`config.mk`:
```
export PLATFORM = sky130hd
export DESIGN_NAME = cmd_issuer
export DESIGN_NICKNAME = d
export VERILOG_FILES = /design/src/rtl/cmd_issuer.sv
export SDC_FILE = /design/constraint.sdc
export NUM_CORES = 1
export LEC_CHECK = 0
export CELL_PAD_IN_SITES_DETAIL_PLACEMENT = 1
export CELL_PAD_IN_SITES_GLOBAL_PLACEMENT = 2
export CORE_MARGIN = 2
export CORE_UTILIZATION = 29
export DETAILED_ROUTE_END_ITERATION = 16
export PLACE_DENSITY_LB_ADDON = 0.08
export SYNTH_ARGS = -nofsm -noshare
export SYNTH_HDL_FRONTEND = slang
export SYNTH_SLANG_ARGS = --single-unit
```
`constraint.sdc`:
```
create_clock -name clk -period 3.5 [get_ports clk]
set_input_delay 1.05 -clock clk [delete_from_list [all_inputs] [get_ports clk]]
set_output_delay 1.05 -clock clk [all_outputs]
set_load 0.05 [all_outputs]
```
`src/rtl/cmd_issuer.sv`:
```
// rtl/cmd_issuer.sv - DDR4 ACT -> RD/WR -> PRE command sequencer; define OPEN_PAGE_EN for open-page policy
module cmd_issuer #(
    parameter int ADDRWIDTH = 17,
    parameter int COLWIDTH  = 10,
    parameter int BGWIDTH   = 2,
    parameter int BAWIDTH   = 2,
    parameter int BL        = 8,
    parameter int TRCD      = 4,
    parameter int TRP       = 4
) (
    input  logic                 clk,
    input  logic                 rst_n,
    input  logic                 req_valid,
    output logic                 req_ready,
    input  logic                 req_rd_o_wr,
    input  logic [BGWIDTH-1:0]   req_bg,
    input  logic [BAWIDTH-1:0]   req_ba,
    input  logic [ADDRWIDTH-1:0] req_row,
    input  logic [COLWIDTH-1:0]  req_col,
    output logic                 cke,
    output logic                 cs_n,
    output logic                 act_n,
    output logic [BGWIDTH-1:0]   bg,
    output logic [BAWIDTH-1:0]   ba,
    output logic [ADDRWIDTH-1:0] A,
    output logic                 busy,
    output logic                 done
);
    localparam int MAXT = (TRCD > TRP) ? ((TRCD > BL) ? TRCD : BL) : ((TRP > BL) ? TRP : BL);
    localparam int CW   = $clog2(MAXT) + 1;
    localparam logic [ADDRWIDTH-1:0] A_DESEL = {3'b111, {(ADDRWIDTH-3){1'b0}}};

    typedef enum logic [2:0] {
        S_IDLE, S_ACT, S_WAIT_RCD, S_CAS, S_BURST, S_PRE, S_WAIT_RP
    } state_t;

    state_t          state, state_nx;
    logic [CW-1:0]   cnt, cnt_nx;
    logic            accept;

    logic                 lat_wr, cur_wr;
    logic [BGWIDTH-1:0]   lat_bg, cur_bg;
    logic [BAWIDTH-1:0]   lat_ba, cur_ba;
    logic [ADDRWIDTH-1:0] lat_row, cur_row;
    logic [COLWIDTH-1:0]  lat_col, cur_col;

    logic                 cs_n_nx, act_n_nx;
    logic [BGWIDTH-1:0]   bg_nx;
    logic [BAWIDTH-1:0]   ba_nx;
    logic [ADDRWIDTH-1:0] a_nx;

    assign accept = req_valid & req_ready;

    // Pins are registered from the next state, so a fresh request's fields bypass the latch.
    assign cur_wr  = accept ? req_rd_o_wr : lat_wr;
    assign cur_bg  = accept ? req_bg      : lat_bg;
    assign cur_ba  = accept ? req_ba      : lat_ba;
    assign cur_row = accept ? req_row     : lat_row;
    assign cur_col = accept ? req_col     : lat_col;

`ifdef OPEN_PAGE_EN
    localparam int NBANK = 2 ** (BGWIDTH + BAWIDTH);
    logic                 tbl_valid [NBANK];
    logic [ADDRWIDTH-1:0] tbl_row   [NBANK];
    logic [BGWIDTH+BAWIDTH-1:0] req_idx;
    logic                 tbl_hit;
    assign req_idx = {req_bg, req_ba};
    assign tbl_hit = tbl_valid[req_idx] && (tbl_row[req_idx] == req_row);
`endif

    always_comb begin
        state_nx = state;
        cnt_nx   = cnt;
        case (state)
            S_IDLE: begin
                if (accept) begin
`ifdef OPEN_PAGE_EN
                    if (tbl_hit)                 state_nx = S_CAS;
                    else if (tbl_valid[req_idx]) state_nx = S_PRE;
                    else                         state_nx = S_ACT;
`else
                    state_nx = S_ACT;
`endif
                end
            end
            S_ACT: begin
                if (TRCD > 1) begin
                    state_nx = S_WAIT_RCD;
                    cnt_nx   = CW'(TRCD - 1);
                end else begin
                    state_nx = S_CAS;
                end
            end
            S_WAIT_RCD: begin
                if (cnt <= CW'(1)) state_nx = S_CAS;
                else               cnt_nx   = cnt - CW'(1);
            end
            S_CAS: begin
                if (BL > 1) begin
                    state_nx = S_BURST;
                    cnt_nx   = CW'(BL - 1);
                end else begin
`ifdef OPEN_PAGE_EN
                    state_nx = S_IDLE;
`else
                    state_nx = S_PRE;
`endif
                end
            end
            S_BURST: begin
                if (cnt <= CW'(1)) begin
`ifdef OPEN_PAGE_EN
                    state_nx = S_IDLE;
`else
                    state_nx = S_PRE;
`endif
                end else begin
                    cnt_nx = cnt - CW'(1);
                end
            end
            S_PRE: begin
                if (TRP > 1) begin
                    state_nx = S_WAIT_RP;
                    cnt_nx   = CW'(TRP - 1);
                end else begin
`ifdef OPEN_PAGE_EN
                    state_nx = S_ACT;
`else
                    state_nx = S_IDLE;
`endif
                end
            end
            S_WAIT_RP: begin
                if (cnt <= CW'(1)) begin
`ifdef OPEN_PAGE_EN
                    state_nx = S_ACT;
`else
                    state_nx = S_IDLE;
`endif
                end else begin
                    cnt_nx = cnt - CW'(1);
                end
            end
            default: state_nx = S_IDLE;
        endcase
    end

    always_comb begin
        cs_n_nx  = 1'b1;
        act_n_nx = 1'b1;
        bg_nx    = '0;
        ba_nx    = '0;
        a_nx     = A_DESEL;
        case (state_nx)
            S_ACT: begin
                cs_n_nx  = 1'b0;
                act_n_nx = 1'b0;
                bg_nx    = cur_bg;
                ba_nx    = cur_ba;
                a_nx     = cur_row;
            end
            S_CAS: begin
                cs_n_nx                = 1'b0;
                bg_nx                  = cur_bg;
                ba_nx                  = cur_ba;
                a_nx                   = '0;
                a_nx[ADDRWIDTH-1 -: 3] = {2'b10, ~cur_wr};
                a_nx[COLWIDTH-1:0]     = cur_col;
            end
            S_PRE: begin
                cs_n_nx                = 1'b0;
                bg_nx                  = cur_bg;
                ba_nx                  = cur_ba;
                a_nx                   = '0;
                a_nx[ADDRWIDTH-1 -: 3] = 3'b010;
            end
            default: ;
        endcase
    end

    always_ff @(posedge clk) begin
        if (!rst_n) begin
            state     <= S_IDLE;
            cnt       <= '0;
            lat_wr    <= 1'b0;
            lat_bg    <= '0;
            lat_ba    <= '0;
            lat_row   <= '0;
            lat_col   <= '0;
            cke       <= 1'b1;
            cs_n      <= 1'b1;
            act_n     <= 1'b1;
            bg        <= '0;
            ba        <= '0;
            A         <= A_DESEL;
            req_ready <= 1'b1;
            busy      <= 1'b0;
            done      <= 1'b0;
`ifdef OPEN_PAGE_EN
            for (int i = 0; i < NBANK; i++) begin
                tbl_valid[i] <= 1'b0;
                tbl_row[i]   <= '0;
            end
`endif
        end else begin
            state     <= state_nx;
            cnt       <= cnt_nx;
            cke       <= 1'b1;
            cs_n      <= cs_n_nx;
            act_n     <= act_n_nx;
            bg        <= bg_nx;
            ba        <= ba_nx;
            A         <= a_nx;
            req_ready <= (state_nx == S_IDLE);
            busy      <= (state_nx != S_IDLE);
            done      <= (state_nx == S_IDLE) && (state != S_IDLE);
            if (accept) begin
                lat_wr  <= req_rd_o_wr;
                lat_bg  <= req_bg;
                lat_ba  <= req_ba;
                lat_row <= req_row;
                lat_col <= req_col;
`ifdef OPEN_PAGE_EN
                tbl_valid[req_idx] <= 1'b1;
                tbl_row[req_idx]   <= req_row;
`endif
            end
        end
    end
endmodule

```
==> impl_metrics.toml <==
[status]
status = "complete, no violations"

[power_and_ir_drop]
p_switching_uw = 469
p_int_uw = 1060
leakagePower_uw = 0.00109
p_sw_share_pct = 30.7
clock_power_share_pct = 26.6
pwr-share-comb_pct = 27.4
seqPwrFrac_pct = 46.0
powerDensity_nw_per_um2 = 541
peakVddDrop_v = 0.000235

[routing]
drc_errors = 0
firstDrtPassIters = 4
num_vias = 1594
wl_per_cell_um = 13.5
wirelength_mm = 4.85
avgViaCountPerCell = 4.43
drtIter0Drc = 35
ant_nets = 0

[worst_setup_path]
rr_endpoint = "A[14]"
crit_path_top_delay_cell = "clkdlybuf4s50_1"
cp_data_arrival_time_ps = 1490
crit_path_cell_trace = "clkdlybuf4s50_1"
worst-path-stages = 1
cp-end-kind = "primary output"
start_kind = "flop"
ff2ff_path_depth = 6
crit_path_max_fanout = 3
critical_path.top_delay_family = "buffers and inverters"
cp_slowest_stage_delay_ps = 820
path_buf_inv = 1
r2r_setup_slack_ps = 1520
timing.rr.start = "cnt[0]"
required_ps = 2450
critPathKind = "reg -> out"

[floorplan]
initial_core_util_pct = 30.0
die_area_sq_um = 7760
die_y_um = 88.1
die_w_um = 88.1
core_sq_um = 6830
num_rows = 30
io_pins = 62

[sta]
timing.hold.ws_ps = 469
fin_crit_ps = 2540
relSlewSlack_pct = 56.6
worst_slack_ps = 956
timing.fmax_ghz = 0.393
worstMarginPinSlew_ps = 649
skew_ps = 2.53
finalSetupTns_ps = 0
period_share_pct = 72.7
finalSetupViolations = 0
slew_violations = 0
report.final.hold_viol_count = 0
rsz0062_at_grt = "false"

[global_routing]
overflow = 0
first_global_vias = 1622
track_usage_pct = 13.1
antenna_found_initial = 0
grt_max_degree = 30
grt_pass1_wl_mm = 7.82

[clock_tree]
cts_tree = "yes"
cts_hold_buf = 0
clk_pin_slew_ps = 90
cts.htree.levels = 2
root_buffer = "clkbuf_8"
cts_buffers = 5
cts_buffer_depth = 2
cts-resized-gates = 0
cts_sinks = 54
post-cts-setup-buffers = 0
clk_latency_ps = 290

[hold_path]
min_to = "lat_row[13]"
min_from = "lat_row[13]"
hold_class = "reg -> reg"
hold_depth = 2

[logic_synthesis]
seq_area_frac_synth_pct = 52.7
netlist_area_sq_um = 2050
syn_nets = 242
yosys_warnings = 0
syn_avg_cell_area_sq_um = 10.0
syn_inst = 205
ys_seq_elements = 54
synth_cell_types = 39

[flow_run]
cap_violations = 0

[placed_design]
hpwlAfterDp_mm = 3.43
pre_cts_slack_ps = 680
port_buffers = 60
gp_congestion = 0.726

[final_layout]
drive_gt1_share_pct = 7.95
areaGrowthSynthToFinish_pct = 37.4
final_core_util_pct = 41.3
diodes = 0
fin_nets = 300
area by class of cell:
type | count | area [sq um]
clock inverters | 1 | 30.0
clock buffers | 7 | 76.3
well taps | 96 | 120
inverters | 6 | 22.5
repair buffers | 64 | 631
multi-input cells | 132 | 858
flip-flops and latches | 54 | 1080
fillers | 788 | 4010
cell families (layout without fill, tap and decap cells):
kind of cell / after synthesis / count (layout) / synth area share (%)
and+or+nand+nor: 78 / 78 / 19.6
DFF: 54 / 54 / 52.7
AOI/OAI and AO/OA: 33 / 33 / 12.1
buffers and inverters: 19 / 78 / 5.49
muxes: 17 / 17 / 8.29
adders and majority gates: 2 / 2 / 1.22
other: 1 / 1 / 0.183
xor gates and xnor gates: 1 / 1 / 0.427
synth_stat cells:
library cell	number	area, sq um
o311a_1	1	10.0
nor3_4	1	16.3
nor2_8	1	20.0
ha_1	2	25.0
or3_1	1	6.26
nor2_1	27	101
nand3b_1	1	7.51
a211oi_2	1	12.5
a211oi_1	2	15.0
buf_1	1	3.75
o211a_1	1	10.0
a31oi_1	1	6.26
a2bb2oi_1	10	87.6
nor3_1	6	30.0
o21ai_2	1	8.76
nand2b_1	4	25.0
or2_1	2	12.5
dfxtp_1	54	1080
o311ai_0	1	8.76
and2_1	7	43.8
nand2_1	15	56.3
conb_1	1	3.75
nor2_2	5	31.3
nand2_2	1	6.26
inv_1	6	22.5
o21bai_1	2	15.0
a221o_1	1	10.0
buf_6	3	33.8
and3_1	2	12.5
buf_2	3	15.0
nand3_1	2	10.0
nor3b_1	3	22.5
buf_4	4	30.0
o21ai_0	2	10.0
o21ba_2	1	10.0
mux2i_1	17	170
xor2_1	1	8.76
a21oi_1	9	45.0
clkbuf_1	2	7.51
per-stage QoR:
step	total power [uW]	area [sq um]	instances
final	1520	2820	360
after global routing	1610	2820	360
after CTS	1550	2820	360
after detailed placement	1140	2710	352
after global placement	1140	2710	352
after floorplan	1010	2050	205
metal layers:
| metal | GRT usage (%) | wire length [um] |
|---|---|---|
| met5 | 0 | 0 |
| met2 | 20.7 | 2240 |
| met1 | 17.8 | 2400 |
| met3 | 3.20 | 186 |
| met4 | 4.13 | 29 |
worst max path at each step:
stage | slack (ps) | start | to
after CTS | 930 | req_ready | req_ready
final | 960 | req_ready | req_ready
after global placement | 720 | req_valid | A[2]
after global routing | 890 | req_ready | req_ready
after detailed placement | 680 | req_valid | A[9]
after floorplan | 1380 | req_valid | A[16]
flip-flops by register name, summed over array words and instances, names as in the netlist:
name,count
ba,2
lat_wr,1
state,3
act_n,1
bg,2
cnt,4
busy,1
A,17
lat_ba,2
lat_col,10
done,1
cs_n,1
lat_bg,2
req_ready,1
lat_row,6
power groups by stage:
stage               logic [uW]  registers (uW)  clock network, uW
floorplan                  219             789                  0
finish                     417             701                406
global route               456             709                448
detailed placement         422             716                  0
CTS                        424             702                424
global placement           423             717                  0
cell usage in the layout, fill, tap and decap left out, types with 2 or more instances in the layout:
cell / instances
mux2i_1: 17
a21oi_1: 9
ha_1: 2
nand3_1: 2
clkbuf_1: 2
or2_1: 2
nor3_1: 6
a211oi_1: 2
buf_4: 4
nor2_2: 5
nand2_1: 15
nor3b_1: 3
and2_1: 7
nor2_1: 27
clkdlybuf4s50_1: 60
o21ai_0: 2
clkbuf_8: 5
and3_1: 2
o21bai_1: 2
dfxtp_1: 54
nand2b_1: 4
inv_1: 6
a2bb2oi_1: 10
Power figures use the tool's default switching activity.
